--- config.mk ---
export PLATFORM = sky130hd
export DESIGN_NAME = dmux_4_way_arbiter
export DESIGN_NICKNAME = d
export VERILOG_FILES = /design/src/rtl/dmux_4_way_arbiter.sv
export SDC_FILE = /design/constraint.sdc
export NUM_CORES = 1
export LEC_CHECK = 0
export ABC_AREA = 1
export CAP_MARGIN = 20
export CORE_UTILIZATION = 48
export CTS_CLUSTER_SIZE = 24
export DETAILED_ROUTE_END_ITERATION = 8
export PLACE_DENSITY = 0.73
export SYNTH_ARGS = -nofsm -noshare
export SYNTH_HDL_FRONTEND = slang
export SYNTH_SLANG_ARGS = --single-unit
--- constraint.sdc ---
create_clock -name clk -period 1.3 [get_ports clk]
set_input_delay 0.13 -clock clk [delete_from_list [all_inputs] [get_ports clk]]
set_output_delay 0.13 -clock clk [all_outputs]
set_load 0.01 [all_outputs]
--- src/rtl/dmux_4_way_arbiter.sv ---
// dmux_4_way_arbiter: round-robin arbiter driving a dmux_4_way sel/data pair; ARB_PREEMPT_EN enables HOLD_MAX forced release.
module dmux_4_way_arbiter #(
  parameter int HOLD_MAX = 4
) (
  input  logic       clk,
  input  logic       reset,
  input  logic [3:0] req,
  output logic [3:0] grant,
  output logic [1:0] sel,
  output logic       busy,
  output logic       timeout
);
`ifdef ARB_PREEMPT_EN
  localparam bit PREEMPT = 1'b1;
`else
  localparam bit PREEMPT = 1'b0;
`endif
  typedef enum logic [1:0] {IDLE, GRANT, RELEASE} state_t;
  state_t state, state_nx;
  logic [3:0] grant_nx;
  logic [1:0] sel_nx, last, last_nx, p1, p2, p3, w;
  logic [7:0] hold_cnt, hold_nx;
  logic       busy_nx, timeout_nx, expire;
  assign p1 = last + 2'd1;
  assign p2 = last + 2'd2;
  assign p3 = last + 2'd3;
  assign w = req[p1] ? p1 : req[p2] ? p2 : req[p3] ? p3 : last;
  assign expire = PREEMPT && hold_cnt == 8'(HOLD_MAX - 1);
  always_comb begin
    state_nx   = state;
    grant_nx   = grant;
    sel_nx     = sel;
    busy_nx    = busy;
    last_nx    = last;
    hold_nx    = hold_cnt;
    timeout_nx = 1'b0;
    case (state)
      IDLE: if (|req) begin
        state_nx = GRANT;
        sel_nx   = w;
        grant_nx = 4'b0001 << w;
        busy_nx  = 1'b1;
        hold_nx  = 8'd0;
      end
      GRANT: if (!req[sel] || expire) begin
        state_nx   = RELEASE;
        grant_nx   = 4'b0000;
        busy_nx    = 1'b0;
        timeout_nx = req[sel];
      end else begin
        hold_nx = hold_cnt == 8'hff ? hold_cnt : hold_cnt + 8'd1;
      end
      RELEASE: begin
        state_nx = IDLE;
        last_nx  = sel;
      end
      default: state_nx = IDLE;
    endcase
  end
  always_ff @(posedge clk) begin
    if (reset) begin
      state    <= IDLE;
      grant    <= 4'b0000;
      sel      <= 2'd0;
      busy     <= 1'b0;
      timeout  <= 1'b0;
      last     <= 2'd3;
      hold_cnt <= 8'd0;
    end else begin
      state    <= state_nx;
      grant    <= grant_nx;
      sel      <= sel_nx;
      busy     <= busy_nx;
      timeout  <= timeout_nx;
      last     <= last_nx;
      hold_cnt <= hold_nx;
    end
  end
endmodule

# == After elaboration in Yosys (flattened, before gate mapping) ==
# Index checks and enable logic that the tools add are counted.
# W data, S select, Z words.
# word_totals
ff_bits,11
latchBits,0
ram_bits,0
mem_bits_ro,0
inputBits,6
wordCells,43
n_memories,0
# classes
add_sub_neg,3
mul,0
n_div,0
n_lt_le_gt_ge,4
eq_ne,4
shift,1
n_mux,20
n_bitwise,0
n_reduce_logical,6
# ops
op,count
$lt A2 B3 Y1 const B,4
$mux W2,5
$bmux W1 S2,4
$mux W4,2
$pmux W4 S2,1
$mux W1,6
$add A2 B2 Y2 const B,2
$ne A2 B2 Y1 const B,2
$pmux W2 S2,1
$reduce_and A2 Y1,2
$reduce_or A4 Y1,1
$shl A1 B2 Y4 const A,1
$reduce_and A3 Y1,1
$add A2 B1 Y2 const B,1
$eq A2 B1 Y1 const B,1
$eq A2 B2 Y1 const B,1
$logic_not A2 Y1,1
$pmux W1 S2,1
$reduce_bool A2 Y1,1

# == Logic depth before layout (Yosys ltp) ==
# depth
word_depth,9
ltp_mapped,12
mapped_depth_nobuf,11

# == Worst setup path before layout ==
# OpenSTA, ideal clock, no wires.
# synth_timing
path_type,flip-flop to flip-flop
startpoint,reg last[0]
endpoint,reg grant[2]
arrival_time_ns,1.153
setup_slack_ns,0.080
stages_incl_launch_ff,12
synth_period_minus_slack_ns,1.220
path_cell_list,dfxtp_1 buf_6 inv_8 nand2_1 nand2_1 a21oi_2 nand3_2 nand2_1 nand2_2 nand2_2 nand3_2 a21oi_2
# synth_between
elab_chain_cells,9
word_cells_on_any_way,15
# synth_rtl
element,line,source
start: declaration,21,"logic [1:0] sel_nx, last, last_nx, p1, p2, p3, w;"
start signal: assignment,75,last <= last_nx;
$add A2 B2 Y2,26,assign p3 = last + 2'd3;
$bmux W1 S2,27,assign w = req[p1] ? p1 : req[p2] ? p2 : req[p3] ? p3 : last;
$mux W1 (implied by the code),27,
$mux W2 (2 in a row),27,
$mux W2 *,27,
$shl A1 B2 Y4 *,41,grant_nx = 4'b0001 << w;
$mux W4 *,38,IDLE: if (|req) begin
$pmux W4 S2 *,37,case (state)
end signal: assignment,71,grant <= grant_nx;
end: declaration,8,"output logic [3:0] grant,"
# Every way passes the cells marked *; elsewhere a longest branch is shown, timed or not. The select of a mux whose other input is x is not followed.
# A chain may end at the register's enable or synchronous reset.

# == Final worst setup path ==
# layout_timing
startpoint,reg last[0]
endpoint,reg sel[0]
# layout_between
elab_chain_cells,6
word_cells_on_any_way,12
# layout_rtl
element,line,source
$add A2 B2 Y2,26,
$bmux W1 S2,27,
$mux W1 (implied by the code),27,
$mux W2 (2 in a row),27,
$mux W2 *,27,
end signal: assignment,72,sel <= sel_nx;
end: declaration,9,"output logic [1:0] sel,"
# Marks and branches as above.

==> results.yml <==
die:
  rows: 13
  die_x_um: 39.8
  core_um2: 1320
  die_area_um2: 1580
  io_pins: 14
  start_util: 0.519
  fp.dieH_um: 39.8
global_routing:
  grt_pass1_wl_um: 2500
  grt_max_degree: 8
  antenna_found_initial: 0
  grt_pass1_vias: 627
  grt.total_usage: 0.238
  overflow: 0
synthesis:
  synth_nets: 111
  synth_area_leaders: "dfxtp_1, nand2_1, nand3_1"
  ys_ff_latch: 11
  synth_area_leader_cell: "dfxtp_1"
  synth_ff_type: "dfxtp_1"
  synthAdderAreaFrac: 0
  synth.avg_cell_area_um2: 6.52
  synth-simple-area-share: 0.420
  synthTopCellsByCount: "nand2_1, dfxtp_1, inv_1, nand3_1, nor2_1"
  synth_edf_count: 0
  async_flop_share: 0
  synth_top_family_by_area: "simple AND/OR/NAND/NOR gates"
  yosys_warnings: 0
  synth-xor-area-share: 0
  synth.top_cell.area_share: 0.322
  yosysMostFrequentCell: "nand2_1"
  yosysSeqAreaShare: 0.322
  synth_cells: 105
  synth_compound_area_frac: 0.143
  synth.distinct_cells: 22
  synth_area_um2: 684
  synthMuxAreaShare: 0
hold_path:
  hold_path_class: "flop to flop"
cts:
  htreeDepth: 1
  cts-buffers-inserted: 3
  root_buffer: "clkbuf_4"
  clock_latency_ps: 270
  cts_tree: "built"
  clk_path_buf_depth: 2
  clock_sinks: 11
  clkTransAtPathRegs_ps: 80
drt:
  wl_um: 1820
  routed_via_density: 5.26
  drc_errors: 0
  wl_per_cell_um: 12.5
  drtIter0Drc: 24
  vias: 768
  dr.pass1.iters: 4
  drtAntennaViolNets: 0
placement:
  placedCellCount: 139
  hpwl_um: 1190
  place.gp.congestion: 0.793
  port-buffer-count: 12
  placed_area_um2: 876
finish:
  design_area_um2: 1010
  fin_cells: 146
  fin_nets: 138
  drive_gt1_frac: 0.405
  antennaDiodeCount: 0
  area_growth_pct: 48.3
  layout.core_utilization: 0.770
  fillCellCount: 98
timing:
  setup_viol: 6
  grt_setup_unrepaired: "true"
  final_hold_viol_count: 0
  drv_slew: 0
  fin_crit_ps: 1410
  skew_ps: 10.6
  fin_crit_sh: 1.08
  max_freq_mhz: 711
  finalWorstSetupSlack_ps: -107
power:
  pwr_density_cell_nw_per_um2: 1290
  power_mw: 1.31
  vdd_drop_max_uv: 1110
  leakage_nw: 0.525
worst_setup_path:
  cp_top_family: "simple AND/OR/NAND/NOR gates"
  max_stage_delay_ps: 330
  cp_cell_sequence: "buf_6 > inv_8 > nand2_4 > nand2_4 > nand2_1 > nand2_1 > nand3_2 > nand3_2 > nand2_4 > buf_4 > a21oi_1"
  cp_num_buf_inv: 3
  setup.worst_path.start_class: "flop"
  cp_slowest_cell: "dfxtp_2"
  endpoint_kind: "flop"
  critical_path_class: "flop to flop"
  arrival_ps: 1600
  critical_path_required_ps: 1490
  cp_common_cell: "nand2_4"
  cp_max_fo: 7
outcome:
  outcome: "complete, but fails checks"
  violations: "negative setup slack"
job:
  drv_cap: 0
[cells in the final DEF, fill, tap and decap left out, types with 5 or more instances in the layout]
cell type	Yosys	routed
nand2_1	34	25
buf_4	1	12
nand2_2	5	11
nor2_1	8	8
inv_1	8	8
dfxtp_1	11	8
nand3_2	3	6
a21oi_2	4	6
clkdlybuf4s50_1	0	6
nand3_1	8	5
[per-stage QoR]
| step | setup WS (ps) | hold WS [ps] | setup TNS (ps) |
|---|---|---|---|
| 5_1_grt | -193 | 480 | -1100 |
| 2_1_floorplan | 80.0 | 433 | 0 |
| 6_report | -107 | 465 | -437 |
| 3_5_place_dp | -274 | 453 | -1910 |
| 4_1_cts | -99.6 | 465 | -298 |
| 3_3_place_gp | -223 | 453 | -1650 |
[cell families (layout without fill, tap and decap cells)]
kind of cell,after synthesis,after routing
buf+inv,15,41
simple gates,62,62
compound gates,16,16
flops,11,11
other cells,1,1
[power breakdown]
group | switching (mW) | internal (mW) | leakage (nW)
clock network | 0.118 | 0.119 | 0.0150
logic | 0.347 | 0.279 | 0.420
registers | 0.0539 | 0.396 | 0.0900
total | 0.519 | 0.793 | 0.525
[path summary, 6_finish.rpt]
kind         startpoint        to  slack (ps)  cells past startpoint
min reg2reg    grant[3]  grant[3]         460                      2
min            grant[3]  grant[3]         460                      2
max reg2reg     last[0]    sel[0]        -110                     11
max             last[0]    sel[0]        -110                     11
[routing by layer]
metal	wire (um)	vias to the layer above	global-route usage	share of wire
met5	0	-	0	0
met4	37	0	0.0690	0.020
met3	72	6	0.0511	0.040
met2	926	22	0.414	0.51
met1	782	351	0.286	0.43
li1	-	389	-	-
[sequential cells by signal (all words and copies together), names as in the netlist]
| register | count |
|---|---|
| busy | 1 |
| last | 2 |
| sel | 2 |
| grant | 4 |
| state | 2 |
[final cells by class]
cell class	instances	area, um^2	share of cell area
clock buffers	4	26.3	0.0259
well taps	15	18.8	0.0185
inverters	12	52.6	0.0518
multi-input cells	79	464	0.457
repair buffers	25	229	0.226
flip-flops and latches	11	224	0.221
[worst register-to-register path, cell delays in order, from the launching register on]
cell and delay, ps:
dfxtp_2 330, buf_6 120, inv_8 70, nand2_4 60, nand2_4 80, nand2_1 50
nand2_1 70, nand3_2 100, nand3_2 130, nand2_4 80, buf_4 130, a21oi_1 100
[timing repair]
action | CTS | global route
cloned | 0 | 0
pin swaps | 10 | 12
gates resized for setup | 13 | 17
setup buffers | 1 | 2
hold buffers | 0 | 0
setup endpoints to repair | 6 | 11
Power figures use the tool's default switching activity.
